**src/rtl/glb_load_pkg.sv**
```systemverilog
// glb_load_pkg: shared widths, depths, FSM states and section ordering for the GLB load scheduler
package glb_load_pkg;
  localparam int DATA_W = 32;
  localparam int ADDR_W = 12;
  localparam int IFMAP_DEPTH = 32;
  localparam int WEIGHT_DEPTH = 1024;
  localparam int BIAS_DEPTH = 128;
  localparam int IFMAP_AW = 5;
  localparam int WEIGHT_AW = 10;
  localparam int BIAS_AW = 7;
  localparam int CNT_W = WEIGHT_AW + 1;
  localparam int SEC_IFMAP = 0;
  localparam int SEC_WEIGHT = 1;
  localparam int SEC_BIAS = 2;
  localparam logic [IFMAP_AW:0] IFMAP_MAX = (IFMAP_AW + 1)'(IFMAP_DEPTH);
  localparam logic [WEIGHT_AW:0] WEIGHT_MAX = (WEIGHT_AW + 1)'(WEIGHT_DEPTH);
  localparam logic [BIAS_AW:0] BIAS_MAX = (BIAS_AW + 1)'(BIAS_DEPTH);
  typedef enum logic [2:0] {IDLE, LD_IFMAP, LD_WEIGHT, LD_BIAS, LAUNCH, WAIT_DONE} state_t;
  function automatic state_t next_sec(input state_t cur, input logic [2:0] nz);
    return cur == IDLE && nz[SEC_IFMAP] ? LD_IFMAP :
           cur inside {IDLE, LD_IFMAP} && nz[SEC_WEIGHT] ? LD_WEIGHT :
           cur != LD_BIAS && nz[SEC_BIAS] ? LD_BIAS : LAUNCH;
  endfunction
endpackage

```
**src/rtl/glb_load_scheduler_if.sv**
```systemverilog
// glb_load_scheduler_if: cfg/start, DRAM beat handshake, SRAM write and compute handshake bundle; GLB_LOAD_CHKSUM_EN adds chksum
interface glb_load_scheduler_if;
  import glb_load_pkg::*;
  logic start;
  logic [IFMAP_AW:0] cfg_ifmap_len;
  logic [WEIGHT_AW:0] cfg_weight_len;
  logic [BIAS_AW:0] cfg_bias_len;
  logic dram_valid;
  logic [DATA_W-1:0] dram_data;
  logic dram_ready;
  logic ifmap_wen;
  logic weight_wen;
  logic bias_wen;
  logic [ADDR_W-1:0] glb_addr;
  logic [DATA_W-1:0] glb_wdata;
  logic compute_start;
  logic compute_done;
  logic busy;
  logic done;
`ifdef GLB_LOAD_CHKSUM_EN
  logic [DATA_W-1:0] chksum;
`endif
  modport slave (
`ifdef GLB_LOAD_CHKSUM_EN
    output chksum,
`endif
    input start, cfg_ifmap_len, cfg_weight_len, cfg_bias_len, dram_valid, dram_data, compute_done,
    output dram_ready, ifmap_wen, weight_wen, bias_wen, glb_addr, glb_wdata, compute_start, busy, done
  );
  modport master (
`ifdef GLB_LOAD_CHKSUM_EN
    input chksum,
`endif
    output start, cfg_ifmap_len, cfg_weight_len, cfg_bias_len, dram_valid, dram_data, compute_done,
    input dram_ready, ifmap_wen, weight_wen, bias_wen, glb_addr, glb_wdata, compute_start, busy, done
  );
endinterface

```
**src/rtl/glb_section_counter.sv**
```systemverilog
// glb_section_counter: up-counter cleared on clr, advanced on en, tc flags the last word of limit; ports clk, rst (async active-low), clr, en, limit, count, tc
module glb_section_counter #(
  parameter int W = 11
) (
  input  logic         clk,
  input  logic         rst,
  input  logic         clr,
  input  logic         en,
  input  logic [W-1:0] limit,
  output logic [W-1:0] count,
  output logic         tc
);
  assign tc = count == limit - W'(1);
  always_ff @(posedge clk or negedge rst)
    if (!rst) count <= '0;
    else if (clr) count <= '0;
    else if (en) count <= count + W'(1);
endmodule

```
**src/rtl/glb_load_scheduler.sv**
```systemverilog
// glb_load_scheduler: loads ifmap/weight/bias GLB SRAMs from a DRAM beat stream then launches compute; ports clk, rst (async active-low), bus (slave modport); GLB_LOAD_CHKSUM_EN adds bus.chksum
module glb_load_scheduler (
  input logic clk,
  input logic rst,
  glb_load_scheduler_if.slave bus
);
  import glb_load_pkg::*;
  state_t state, nxt;
  logic [IFMAP_AW:0] if_len, c_if;
  logic [WEIGHT_AW:0] wt_len, c_wt;
  logic [BIAS_AW:0] bs_len, c_bs;
  logic [CNT_W-1:0] cnt, limit;
  logic [2:0] nz, cfg_nz;
  logic acc, tc, start_acc;
  assign c_if = bus.cfg_ifmap_len > IFMAP_MAX ? IFMAP_MAX : bus.cfg_ifmap_len;
  assign c_wt = bus.cfg_weight_len > WEIGHT_MAX ? WEIGHT_MAX : bus.cfg_weight_len;
  assign c_bs = bus.cfg_bias_len > BIAS_MAX ? BIAS_MAX : bus.cfg_bias_len;
  assign nz = {|bs_len, |wt_len, |if_len};
  assign cfg_nz = {|c_bs, |c_wt, |c_if};
  assign bus.dram_ready = state inside {LD_IFMAP, LD_WEIGHT, LD_BIAS};
  assign bus.busy = state != IDLE;
  assign acc = bus.dram_valid & bus.dram_ready;
  assign start_acc = state == IDLE && bus.start;
  assign limit = state == LD_IFMAP ? CNT_W'(if_len) : state == LD_WEIGHT ? wt_len : CNT_W'(bs_len);
  glb_section_counter #(.W(CNT_W)) u_cnt (
    .clk(clk),
    .rst(rst),
    .clr(acc & tc),
    .en(acc),
    .limit(limit),
    .count(cnt),
    .tc(tc)
  );
  always_comb begin
    nxt = state;
    case (state)
      IDLE: nxt = bus.start ? next_sec(IDLE, cfg_nz) : IDLE;
      LD_IFMAP, LD_WEIGHT, LD_BIAS: nxt = acc && tc ? next_sec(state, nz) : state;
      LAUNCH: nxt = WAIT_DONE;
      WAIT_DONE: nxt = bus.compute_done ? IDLE : WAIT_DONE;
      default: nxt = IDLE;
    endcase
  end
  always_ff @(posedge clk or negedge rst)
    if (!rst) begin
      state <= IDLE;
      if_len <= '0;
      wt_len <= '0;
      bs_len <= '0;
      bus.ifmap_wen <= 1'b0;
      bus.weight_wen <= 1'b0;
      bus.bias_wen <= 1'b0;
      bus.glb_addr <= '0;
      bus.glb_wdata <= '0;
      bus.compute_start <= 1'b0;
      bus.done <= 1'b0;
    end else begin
      state <= nxt;
      if (start_acc) begin
        if_len <= c_if;
        wt_len <= c_wt;
        bs_len <= c_bs;
      end
      bus.ifmap_wen <= acc && state == LD_IFMAP;
      bus.weight_wen <= acc && state == LD_WEIGHT;
      bus.bias_wen <= acc && state == LD_BIAS;
      if (acc) begin
        bus.glb_addr <= ADDR_W'(cnt);
        bus.glb_wdata <= bus.dram_data;
      end
      bus.compute_start <= state == LAUNCH;
      bus.done <= state == WAIT_DONE && bus.compute_done;
    end
`ifdef GLB_LOAD_CHKSUM_EN
  always_ff @(posedge clk or negedge rst)
    if (!rst) bus.chksum <= '0;
    else if (start_acc) bus.chksum <= '0;
    else if (acc) bus.chksum <= bus.chksum ^ bus.dram_data;
`endif
endmodule
```
**src/flat_wrapper.sv**
```systemverilog
// flat-port wrapper written by rule: the top's interface ports become plain ports
module glb_load_scheduler_flat import glb_load_pkg::*;
  (clk, rst, bus_start, bus_cfg_ifmap_len, bus_cfg_weight_len, bus_cfg_bias_len, bus_dram_valid, bus_dram_data, bus_compute_done, bus_dram_ready, bus_ifmap_wen, bus_weight_wen, bus_bias_wen, bus_glb_addr, bus_glb_wdata, bus_compute_start, bus_busy, bus_done);
  glb_load_scheduler_if bus_i ();
  input logic clk;
  input logic rst;
  input wire logic [$bits(bus_i.start)-1:0] bus_start;
  input wire logic [$bits(bus_i.cfg_ifmap_len)-1:0] bus_cfg_ifmap_len;
  input wire logic [$bits(bus_i.cfg_weight_len)-1:0] bus_cfg_weight_len;
  input wire logic [$bits(bus_i.cfg_bias_len)-1:0] bus_cfg_bias_len;
  input wire logic [$bits(bus_i.dram_valid)-1:0] bus_dram_valid;
  input wire logic [$bits(bus_i.dram_data)-1:0] bus_dram_data;
  input wire logic [$bits(bus_i.compute_done)-1:0] bus_compute_done;
  output wire logic [$bits(bus_i.dram_ready)-1:0] bus_dram_ready;
  output wire logic [$bits(bus_i.ifmap_wen)-1:0] bus_ifmap_wen;
  output wire logic [$bits(bus_i.weight_wen)-1:0] bus_weight_wen;
  output wire logic [$bits(bus_i.bias_wen)-1:0] bus_bias_wen;
  output wire logic [$bits(bus_i.glb_addr)-1:0] bus_glb_addr;
  output wire logic [$bits(bus_i.glb_wdata)-1:0] bus_glb_wdata;
  output wire logic [$bits(bus_i.compute_start)-1:0] bus_compute_start;
  output wire logic [$bits(bus_i.busy)-1:0] bus_busy;
  output wire logic [$bits(bus_i.done)-1:0] bus_done;
  assign bus_i.start = bus_start;
  assign bus_i.cfg_ifmap_len = bus_cfg_ifmap_len;
  assign bus_i.cfg_weight_len = bus_cfg_weight_len;
  assign bus_i.cfg_bias_len = bus_cfg_bias_len;
  assign bus_i.dram_valid = bus_dram_valid;
  assign bus_i.dram_data = bus_dram_data;
  assign bus_i.compute_done = bus_compute_done;
  assign bus_dram_ready = bus_i.dram_ready;
  assign bus_ifmap_wen = bus_i.ifmap_wen;
  assign bus_weight_wen = bus_i.weight_wen;
  assign bus_bias_wen = bus_i.bias_wen;
  assign bus_glb_addr = bus_i.glb_addr;
  assign bus_glb_wdata = bus_i.glb_wdata;
  assign bus_compute_start = bus_i.compute_start;
  assign bus_busy = bus_i.busy;
  assign bus_done = bus_i.done;
  glb_load_scheduler u_core (.clk(clk), .rst(rst), .bus(bus_i));
endmodule
```
**config.mk**
```make
export PLATFORM = sky130hd
export DESIGN_NAME = glb_load_scheduler_flat
export DESIGN_NICKNAME = d
export VERILOG_FILES = /design/src/rtl/glb_load_pkg.sv /design/src/rtl/glb_load_scheduler_if.sv /design/src/rtl/glb_section_counter.sv /design/src/rtl/glb_load_scheduler.sv /design/src/flat_wrapper.sv
export SDC_FILE = /design/constraint.sdc
export NUM_CORES = 1
export LEC_CHECK = 0
export BUFFER_PORTS_ARGS = -buffer_cell sky130_fd_sc_hd__buf_2
export CAP_MARGIN = 0
export CORE_MARGIN = 8
export CORE_UTILIZATION = 41
export DETAILED_ROUTE_END_ITERATION = 6
export MAX_ROUTING_LAYER = met4
export PLACE_DENSITY = 0.69
export SLEW_MARGIN = 40
export SYNTH_ARGS = -nofsm -noshare
export SYNTH_HDL_FRONTEND = slang
export SYNTH_SLANG_ARGS = --single-unit
```
**constraint.sdc**
```tcl
create_clock -name clk -period 3.11 [get_ports clk]
set_input_delay 0.311 -clock clk [delete_from_list [all_inputs] [get_ports clk]]
set_output_delay 0.311 -clock clk [all_outputs]
set_load 0.1 [all_outputs]
```
# Yosys cells after proc, flatten, opt, wreduce, memory -nomap -nowiden
# Cells that the tools add are included.
# totals
in_bits	62
mem_bits_ro	0
latch_bits	0
elab_cells	65
regBits	87
out_inout_bits	51
mem_bits_rw	0
n_memories	0
# op_classes
n_lt_le_gt_ge	3
muxes	17
add_sub_neg	2
reduce_logical	21
n_shift	0
div	0
multipliers	0
eq_ne	8
bitwise	2
# op_table
op	n
2-to-1 mux 11 bit	5
2-to-1 mux 3 bit	9
OR reduction 11 bit	2
OR reduction 8 bit	2
case mux 3 bit (4 select lines)	1
OR reduction 6 bit	2
adder 11 x 1 -> 11 bit, second input constant	1
== test 11 bit	1
> comparator 11 bit, second input constant	1
subtractor 11 x 1 -> 11 bit, second input constant	1
logical AND 1 bit	9
> comparator 8 bit, second input constant	1
2-to-1 mux 8 bit	1
== test 3 x 2 -> 1 bit, second input constant	2
== test 3 bit, second input constant	2
> comparator 6 bit, second input constant	1
2-to-1 mux 6 bit	1
nonzero test 3 bit	2
nonzero test 2 bit	2
== test 3 x 1 -> 1 bit, second input constant	1
zero test 3 bit	1
inequality test 3 x 2 -> 1 bit, second input constant	1
OR reduction 3 bit	1
AND 1 bit	2
inequality test 2 x 1 -> 1 bit, second input constant	1

# Longest topological paths before layout
# Gate-level depths: netlist (run 1).
# depth
depth_word	8
depth_mapped	16
mapped_depth_nobuf	14

# Modules after synthesis
# Synthesis (run 1) repeated with hierarchy kept, for this count alone.
# hier_totals
hier_cells	428
hier_area_um2	4413.0
# modules_own_cells
module	seq_area_each_um2	area_each_um2	cells_per_inst	instances
glb_load_scheduler	1901.8	3429.5	316	1
glb_section_counter	275.3	983.4	112	1

# Worst setup path after synthesis (run 1)
# No wires, ideal clock.
# synth_timing
path_type	register to register
startpoint	register u_core.state[0]
endpoint	register u_core.u_cnt.count[2]
required_ns	2.986
arrival_ns	3.265
slack_ns	-0.279
n_path_buf	2
period_less_slack_ns	3.389
setup_time_ns	0.124
path_stages_with_launch	17
path_cell_list	dfrtp_1 > buf_4 > or2_4 > nand2b_4 > inv_6 > a21boi_0 > nor2_1 > ha_1 > clkbuf_1 > xor2_1 > o21a_1 > o2111ai_1 > nor3_1 > o2111ai_1 > nor4_2 > nor4b_1 > a211o_1
# synth_between
elab_cells_between_ends	12
classes_between	add/sub (1); eq/ne (4); mux (3); bitwise (2); reduce/logical (2)
# synth_rtl
item	line	rtl
start, declared	glb_load_scheduler.sv:8	state_t state, nxt;
start signal, assigned	glb_load_scheduler.sv:58	state <= nxt;
== test 3 x 1 -> 1 bit / == test 3 x 2 -> 1 bit (equally long branches)	glb_load_scheduler.sv:20	assign bus.dram_ready = state inside {LD_IFMAP, LD_WEIGHT, LD_BIAS};
nonzero test 3 bit *	glb_load_scheduler.sv:20	
net bus_dram_ready	flat_wrapper.sv:14	output wire logic [$bits(bus_i.dram_ready)-1:0] bus_dram_ready;
AND 1 bit *	glb_load_scheduler.sv:22	assign acc = bus.dram_valid & bus.dram_ready;
AND 1 bit	glb_load_scheduler.sv:28	.clr(acc & tc),
2-to-1 mux 11 bit / nonzero test 2 bit (equally long branches)	n/a	
end signal, assigned	glb_section_counter.sv:17	else if (en) count <= count + W'(1);
end, declared	glb_section_counter.sv:10	output logic [W-1:0] count,
# The timed path passes the listed nets; every way through them passes the cells marked *.
# A chain may end at the register's enable or synchronous reset.

# Final worst setup path (run 1)
# layout_timing
startpoint	register u_core.state[0]
endpoint	register u_core.state[1]
# layout_between
elab_chain_cells	7
elab_cells_between_ends	25
classes_between	add/sub (1); eq/ne (8); mux (7); bitwise (1); reduce/logical (8)
# layout_lines
item	line	rtl
== test 3 x 2 -> 1 bit, or another cell as far along	glb_load_scheduler.sv:20, glb_load_scheduler.sv:24, glb_load_scheduler.sv:36	
2-to-1 mux 11 bit, or another cell as far along (2 in a row)	glb_load_scheduler.sv:24	assign limit = state == LD_IFMAP ? CNT_W'(if_len) : state == LD_WEIGHT ? wt_len : CNT_W'(bs_len);
subtractor 11 x 1 -> 11 bit / 2-to-1 mux 3 bit (equally long branches)	glb_section_counter.sv:13, glb_load_pkg.sv:21	
== test 11 bit / 2-to-1 mux 3 bit (equally long branches)	glb_section_counter.sv:13, glb_load_pkg.sv:20	
logical AND 1 bit / 2-to-1 mux 3 bit (equally long branches)	glb_load_scheduler.sv:38	LD_IFMAP, LD_WEIGHT, LD_BIAS: nxt = acc && tc ? next_sec(state, nz) : state;
inequality test 2 x 1 -> 1 bit (no line) / case mux 3 bit (4 select lines) (equally long branches)	n/a	
# Parallel ways exist; a longest one is shown, timed or not. The select of a mux whose other input is x is not followed.

==> run summary, run 1 <==
die width = 122 um
CTS Buf Count = 9
largest net degree at the start of global routing = 88
source of the critical timing path = u_core.state[0]
post-synthesis sequential area ratio = 47.5%
RSZ-0062 raised after global routing = yes
worst hold slack = -0.0176 ns
total length of routed wires = 12300 um
wire per inst = 15.5 um
Final nets = 711
Core Area = 10900 um^2
ys async rst share = 100%
commonest non-fill, non-tap cells in the layout = nand2_1, buf_2, dfrtp_1
Die Span Y = 122 um
top post-synthesis cells by area = dfrtp_1, nand2_1, nand2b_1, o21ai_0, nor2_1
CTS H-tree depth = 3
initial antenna violation count = 0
Critical-path top delay cell = dfrtp_2
CP max FO = 8
Main synth FF type = dfrtp_1
grt ovf = 0
max-cap violation count = 0
Area Growth Syn to Fin = 25.8%
most common cell after layout, fill and taps aside = nand2_1
Syn Nets = 588
Synth Register Bits = 87
relative slew slack = 52.8%
failing checks = hold timing
startpoint types = register
DR vias = 4068
vias in the first global route = 4013
peak supply drop = 537 uV
Static Leak = 2.85 nW
starting density of the core = 42.1%
number of synthesized flops with an enable pin = 0
CTS tree = built
Worst R2R Setup Slack = 0.05 ns
first-pass iteration count of the detailed router = 5
Post-DP HPWL = 9090 um
crit path cell chain = or2_4 -> nand2b_4 -> inv_12 -> a21boi_4 -> nor2_2 -> ha_2 -> xor2_2 -> nor3_2 -> o2111ai_2 -> nor3_2 -> o2111ai_2 -> buf_4 -> nor4_4 -> buf_4 -> mux2i_2 -> a211oi_2
worst skew pair latency = 0.37 ns
share of cells above drive strength 1 = 31.6%
site row count = 38
Reg2Reg Capture Point = u_core.state[1]
first-pass GRT wire length = 19700 um
GP Congestion = 0.850
warning count from the yosys run = 0
mean area per synthesized cell = 8.74 um^2
Root Buffer = clkbuf_8
Pwr per Cell Area = 555 nW/um^2
full die area = 14800 um^2
Boundary Pins = 113
Setup TNS = 0 ns
worst path required time = 3.36 ns
cell area after synthesis = 4580 um^2
Netlist cell types = 67
R2R cell count = 16
Worst Setup EP = u_core.state[1]
Hold/Removal Path Class = primary input to asynchronous set/reset pin
Clock transition at path regs = 0.10 ns
r2r startpoint = u_core.state[0]
Setup violations, final = 0
Crit. End Element = register
clock sink total = 87
Pins Over Slew Limit = 0
Critical Path Max Stage Delay = 0.45 ns
Setup Crit Path Kind = register to register
final setup skew = 0.00952 ns
final hold violations = 39
total power = 3.20 mW
top cell type's share of synthesized area = 47.5%
GRT Total Usage = 17.2%
drt via density = 5.14
Starting DRT DRC Count = 275
final worst path period need = 3.06 ns
ant diodes = 0
Post-route DRC = 0
final worst path period share = 98.5%
maximum clock path buffer count = 2
port bufs = 111
status = finished, violations left
Post-Syn Instances = 524
Peak Freq = 327 MHz
DRT antenna net count = 0
WP data arrival = 3.32 ns
worst slew pin tran = 0.706 ns
largest area contributor in the netlist = dfrtp_1
synthesized netlist by cell type (3+ instances only):
master    number
xnor2_1        3
buf_2          4
nand2b_1      25
a22o_1         4
and3_1         7
dfrtp_1       87
nand3b_1      11
o21ai_0       21
buf_1          3
nor2_1        26
a21oi_1       15
a21o_1         4
o21a_1         3
nor3_1         8
nand4_1        8
nand3_1       12
buf_4          5
xor2_1         9
nor2b_1        4
clkbuf_1      21
or3_1          4
nand2_1      165
nor4_1         9
mux2_2         4
and2_1         4
per-layer routing:
layer	wire length [um]	up-vias	track usage [%]
met4	234	0	6.40
met3	482	14	2.87
met5	0	-	-
met2	5830	88	26.4
met1	5720	1944	22.3
li1	-	2022	-
report_power, final:
part / internal, mW / total (mW) / switching (mW)
Clock: 0.405 / 0.840 / 0.436
Combinational: 0.220 / 0.979 / 0.759
Sequential: 1.24 / 1.38 / 0.141
critical path, delay by kind of cell (launching register included):
family,cells,cell delay (ns)
adder cells (fa/ha/maj),1,0.21
multiplexers,1,0.22
flip-flops,1,0.45
AO/OA/AOI/OAI,4,0.55
XOR/XNOR,1,0.16
AND/OR/NAND/NOR,6,0.93
buffers and inverters,3,0.43
layout make-up:
class / instances / area, um^2
clock buffer: 10 / 138
clock inverter: 6 / 73.8
fill: 1074 / 5120
inverter: 3 / 23.8
multi-input combinational: 401 / 2350
sequential: 87 / 2180
tap: 140 / 175
timing repair buffer: 145 / 820
cells by family (layout without fill, tap and decap cells):
family,Yosys count,after routing,synth area share (%)
adder cells (fa/ha/maj),2,2,0.546
AND/OR/NAND/NOR,305,305,33.4
buffers and inverters,36,164,3.58
XOR/XNOR,12,12,2.30
multiplexers,6,6,1.42
AO/OA/AOI/OAI,75,75,11.1
other,1,1,0.0819
flip-flops,87,87,47.5
through the flow:
step,area (um^2),setup slack (ns),instances,utilization [%]
final,5760,0.0472,792,52.9
after floorplan,4640,-0.0678,524,-
after CTS,5640,-0.0295,785,51.8
after global placement,5410,-0.0133,767,49.7
after global routing,5760,-0.0896,792,52.9
after detailed placement,5410,-0.0818,767,49.7
worst min-delay path by stage:
| stage | to | slack (ns) | cells after the start |
|---|---|---|---|
| after CTS | u_core.bus.glb_wdata[15] | 0.03 | 1 |
| after global placement | u_core.bus.glb_wdata[23] | 0.45 | 2 |
| final | u_core.bus.glb_wdata[16] | -0.02 | 1 |
| after detailed placement | u_core.if_len[5] | 0.43 | 1 |
| after floorplan | u_core.bs_len[0] | 0.02 | 0 |
| after global routing | u_core.bus.glb_addr[6] | 0.03 | 1 |
state kept, by name (all words and copies together) (netlist names):
name                      cells
u_core.bus.compute_start      1
u_core.u_cnt.count           11
u_core.bs_len                 8
u_core.bus.bias_wen           1
u_core.wt_len                11
u_core.state                  3
u_core.bus.weight_wen         1
u_core.bus.ifmap_wen          1
u_core.bus.glb_addr          11
u_core.bus.glb_wdata         32
u_core.if_len                 6
u_core.bus.done               1
what timing repair did:
item,CTS,global route
pin swaps,1,11
buffers inserted,2,7
resized for setup,2,15
setup endpoints to repair,12,14
hold buffers,0,0
endpoints found under the hold margin,0,0
(Power assumes the default switching activity.)
==> inputs of run 2 (changes only) <==
SETUP_SLACK_MARGIN = 0.15   (was not set)
clock period = 2.8 ns   (was 3.11 ns; I/O delays follow)
==> run summary, run 2 (same netlist as run 1, synthesis figures left out) <==
max-cap violation count = 0 (unchanged)
GRT Total Usage = 16.8% (-0.35 points)
Starting DRT DRC Count = 187 (-32%)
WP data arrival = 3.25 ns (-0.07 ns)
CTS H-tree depth = 3 (unchanged)
maximum clock path buffer count = 2 (unchanged)
total power = 3.45 mW (+7.7%)
initial antenna violation count = 0 (unchanged)
Crit. End Element = register
Setup violations, final = 13 (+13)
DRT antenna net count = 0 (unchanged)
Util after Layout = 55.4% (+2.5 points)
Placed Area = 5600 um^2 (+3.5%)
first-pass GRT wire length = 19600 um (-0.42%)
GP Congestion = 0.854 (+0.52%)
Pins Over Slew Limit = 0 (unchanged)
Final WS setup = -0.208 ns (-0.255 ns)
relative slew slack = 54.6% (+1.8 points)
die width = 122 um (unchanged)
DR vias = 4150 (+2.0%)
most common cell after layout, fill and taps aside = nand2_1
Layout Cells excl Fill = 823 (+3.9%)
final worst path period need = 3.01 ns (-0.0550 ns)
DP Worst Slack = -0.330 ns (-0.248 ns)
port bufs = 111 (unchanged)
startpoint types = register
drt via density = 5.04 (-1.8%)
largest reg by FF count = u_core.bus.glb_wdata
post-route design area = 6030 um^2 (+4.7%)
ant diodes = 0 (unchanged)
Setup Crit Path Kind = register to register
final worst path period share = 107% (+8.9 points)
worst skew pair latency = 0.37 ns (about the same)
Clock transition at path regs = 0.10 ns (about the same)
wire per inst = 14.5 um (-6.2%)
final setup skew = 0.0162 ns (+0.00668 ns)
Post-route DRC = 0 (unchanged)
RSZ-0062 raised after global routing = yes
CTS Buf Count = 9 (unchanged)
Post-DP HPWL = 9220 um (+1.5%)
worst hold slack = 0.0972 ns (+0.115 ns)
Pwr per Cell Area = 571 nW/um^2 (+2.9%)
site row count = 38 (unchanged)
peak supply drop = 509 uV (-5.2%)
Final nets = 742 (+4.4%)
full die area = 14800 um^2 (unchanged)
grt ovf = 0 (unchanged)
share of cells above drive strength 1 = 35.3% (+3.7 points)
Hold/Removal Path Class = primary input to register
clock sink total = 87 (unchanged)
CP max FO = 6 (-2)
Static Leak = 3.01 nW (+5.3%)
CTS tree = built
Core Area = 10900 um^2 (unchanged)
Area Growth Syn to Fin = 31.8%
Placed Instances = 792 (+3.3%)
commonest non-fill, non-tap cells in the layout = nand2_1, buf_2, dfrtp_1
final hold violations = 0 (-100%)
starting density of the core = 42.1% (unchanged)
Boundary Pins = 113 (unchanged)
max reg flops = 32 (unchanged)
first-pass iteration count of the detailed router = 4 (-1)
Root Buffer = clkbuf_8
failing checks = setup timing
worst path required time = 3.04 ns (-0.32 ns)
Peak Freq = 332 MHz (+1.8%)
largest net degree at the start of global routing = 88 (unchanged)
vias in the first global route = 3996 (-0.42%)
worst slew pin tran = 0.682 ns (-0.0245 ns)
Die Span Y = 122 um (unchanged)
Setup TNS = -1.80 ns (-1.80 ns)
status = finished, violations left
total length of routed wires = 12000 um (-2.6%)
## run 2: repair_timing
item,in CTS,in global routing
resized for setup,14,16
setup buffers,7,7
endpoints found under the setup margin,14,14
hold buffers,1,0
hold endpoints to repair,28,0
pin swaps,11,13
## run 2: layout make-up
class                   instances  area [um^2]
flip-flops and latches         87         2180
multi-input cells             401         2390
well taps                     140          175
inverters                       3         23.8
fillers                      1014         4850
clock buffers                   9          124
repair buffers                176         1080
clock inverters                 7         58.8
## run 2: final timing paths
path | startpoint | end | slack (ns) | depth (start not counted)
worst max-delay path | u_core.state[0] | u_core.state[1] | -0.21 | 15
worst min-delay path | bus_dram_data[25] | u_core.bus.glb_wdata[25] | 0.1 | 3
worst max register to register | u_core.state[0] | u_core.state[1] | -0.21 | 15
worst min register to register | u_core.bus.glb_addr[8] | u_core.bus.glb_addr[8] | 0.47 | 2
max in group asynchronous | rst | u_core.state[2] | 1.76 | 2
min in group asynchronous | rst | u_core.bus.glb_addr[8] | 0.50 | 2
## run 2: power by group
group          internal (mW)  total [mW]  switching (mW)
combinational          0.257        1.10           0.844
sequential              1.38        1.53           0.147
clock                  0.338       0.821           0.483
total                   1.97        3.45            1.47
## run 2: per-layer routing
layer | global-route usage (%) | share of wire [%]
met2 | 26.7 | 48
met1 | 21.0 | 45
met5 | - | 0
met4 | 4.16 | 1.7
met3 | 4.12 | 4.8
## run 2: worst max-delay path: stages, from the launching register on
cell	delay [ns]
dfrtp_1	0.43
buf_6	0.14
nand2_2	0.06
buf_6	0.13
a21boi_4	0.06
buf_4	0.14
nor4_4	0.36
nand4_1	0.25
buf_4	0.21
mux2_4	0.20
o2111ai_2	0.15
buf_4	0.18
nor4_4	0.14
buf_4	0.19
mux2i_1	0.22
a211oi_2	0.05
==> inputs of run 3 (changes only) <==
PLACE_DENSITY = 0.67   (was 0.69)
clock period = 3.1 ns   (was 2.8 ns; I/O delays follow)
==> run summary, run 3 (same netlist as run 1, synthesis figures left out) <==
status = finished, final reports clean
relative slew slack = 53.4% (-1.2 points)
Reg2Reg Capture Point = u_core.state[1]
Pins Over Slew Limit = 0 (unchanged)
largest net degree at the start of global routing = 64 (-27%)
max reg flops = 32 (unchanged)
startpoint types = register
worst hold slack = 0.118 ns (+0.0204 ns)
Final nets = 721 (-2.8%)
Boundary Pins = 113 (unchanged)
DP Worst Slack = -0.109 ns (+0.221 ns)
peak supply drop = 495 uV (-2.7%)
starting density of the core = 42.1% (unchanged)
post-route design area = 5860 um^2 (-2.9%)
Clock transition at path regs = 0.09 ns (about the same)
final worst path period share = 98.7% (-8.7 points)
R2R cell count = 16 (+1)
largest delay contributor family on the critical path = simple AND/OR/NAND/NOR gates
largest reg by FF count = u_core.bus.glb_wdata
max-cap violation count = 0 (unchanged)
wire per inst = 15.6 um (+7.3%)
crit path cell chain = or2_4 -> nand2b_4 -> inv_12 -> a21boi_4 -> nor2_2 -> ha_2 -> xor2_2 -> o21a_1 -> o2111ai_2 -> nor3_2 -> o2111ai_2 -> buf_4 -> nor4_4 -> buf_4 -> mux2i_2 -> a211oi_2
Core Area = 10900 um^2 (unchanged)
DR vias = 4118 (-0.77%)
Post-route DRC = 0 (unchanged)
Starting DRT DRC Count = 177 (-5.3%)
Post-DP HPWL = 9470 um (+2.7%)
share of cells above drive strength 1 = 32.7% (-2.6 points)
final setup skew = 0.0114 ns (-0.00479 ns)
final worst path period need = 3.06 ns (+0.0523 ns)
CTS tree = built
r2r startpoint = u_core.state[0]
commonest non-fill, non-tap cells in the layout = nand2_1, buf_2, dfrtp_1
clock sink total = 87 (unchanged)
worst skew pair latency = 0.37 ns (about the same)
# fillers = 1032 (+1.8%)
Setup violations, final = 0 (-13)
full die area = 14800 um^2 (unchanged)
GRT Total Usage = 17.9% (+1.1 points)
Hold/Removal Path Class = primary input to register
ant diodes = 0 (unchanged)
Critical-path top delay cell = dfrtp_2
CTS H-tree depth = 3 (unchanged)
CP max FO = 7 (+1)
WP data arrival = 3.31 ns (+0.06 ns)
Placed Area = 5500 um^2 (-1.8%)
drt via density = 5.14 (+2.0%)
source of the critical timing path = u_core.state[0]
instance count on the critical path = 16 (+1)
maximum clock path buffer count = 2 (unchanged)
Final WS setup = 0.0398 ns (+0.248 ns)
Peak Freq = 327 MHz (-1.7%)
Worst R2R Setup Slack = 0.04 ns (+0.25 ns)
GP Congestion = 0.873 (+2.2%)
vias in the first global route = 4070 (+1.9%)
die width = 122 um (unchanged)
Worst Setup EP = u_core.state[1]
DRT antenna net count = 0 (unchanged)
Area Growth Syn to Fin = 27.9%
RSZ-0062 raised after global routing = yes
first-pass GRT wire length = 20400 um (+3.8%)
Crit. End Element = register
grt ovf = 0 (unchanged)
site row count = 38 (unchanged)
total power = 3.23 mW (-6.3%)
worst slew pin tran = 0.698 ns (+0.0160 ns)
Static Leak = 2.91 nW (-3.1%)
Util after Layout = 53.8% (-1.6 points)
total length of routed wires = 12500 um (+4.4%)
WP buf/inv = 3 (-3)
initial antenna violation count = 0 (unchanged)
Die Span Y = 122 um (unchanged)
worst path required time = 3.35 ns (+0.31 ns)
Pwr per Cell Area = 551 nW/um^2 (-3.5%)
port bufs = 111 (unchanged)
first-pass iteration count of the detailed router = 4 (unchanged)
Setup Crit Path Kind = register to register
final hold violations = 0 (unchanged)
Critical Path Max Stage Delay = 0.47 ns (+0.04 ns)
CTS Buf Count = 9 (unchanged)
most common cell after layout, fill and taps aside = nand2_1
Root Buffer = clkbuf_8
==> run 3: repair_timing <==
action	4_1_cts	5_1_grt
gates resized for setup	11	9
pin swaps	4	3
hold endpoints to repair	0	61
endpoints found under the setup margin	14	14
hold buffers	0	1
setup buffers	3	4
==> run 3: layout make-up <==
type	count	area (um^2)	area share, %
well taps	140	175	2.99
flip-flops and latches	87	2180	37.2
repair buffers	155	907	15.5
multi-input cells	401	2360	40.3
inverters	3	23.8	0.406
clock buffers	10	128	2.18
clock inverters	5	82.6	1.41
==> run 3: how the worst min path moves through the flow <==
stage                           start                  endpoint  slack, ns  depth (start not counted)
floorplan                         rst          u_core.bs_len[0]       0.01                          0
global placement                  rst          u_core.if_len[2]       0.44                          1
detailed placement                rst          u_core.if_len[5]       0.45                          1
CTS                               rst          u_core.if_len[5]       0.03                          1
global route         bus_dram_data[3]   u_core.bus.glb_wdata[3]        0.1                          3
finish              bus_dram_data[29]  u_core.bus.glb_wdata[29]       0.12                          3
==> run 3: worst register-to-register path, cell delays in order, from the launching register on <==
cell and delay, ns:
dfrtp_2 0.47, or2_4 0.27, nand2b_4 0.12, inv_12 0.05, a21boi_4 0.13, nor2_2 0.06, ha_2 0.20, xor2_2 0.18
o21a_1 0.17, o2111ai_2 0.14, nor3_2 0.22, o2111ai_2 0.20, buf_4 0.19, nor4_4 0.11, buf_4 0.17, mux2i_2 0.22
a211oi_2 0.05
==> run 3: power breakdown <==
| part | internal, mW | switching (mW) | total [mW] |
|---|---|---|---|
| Combinational | 0.224 | 0.763 | 0.987 |
| Sequential | 1.25 | 0.143 | 1.39 |
| Clock | 0.452 | 0.401 | 0.853 |
| Total | 1.92 | 1.31 | 3.23 |
==> run 3: through the flow <==
step                std cells  setup TNS [ns]
floorplan                 524          -0.114
global placement          778               0
detailed placement        778          -0.354
CTS                       796               0
global route              801          -0.938
finish                    801               0
==> run 3: metal layers <==
| metal | vias to the layer above | part of all wire [%] | GRT usage, % | wire length [um] |
|---|---|---|---|---|
| li1 | 2039 | - | - | - |
| met1 | 1984 | 45 | 22.7 | 5650 |
| met2 | 81 | 49 | 27.4 | 6090 |
| met3 | 14 | 3.9 | 3.15 | 491 |
| met4 | 0 | 2.0 | 7.79 | 250 |
| met5 | - | 0 | - | 0 |
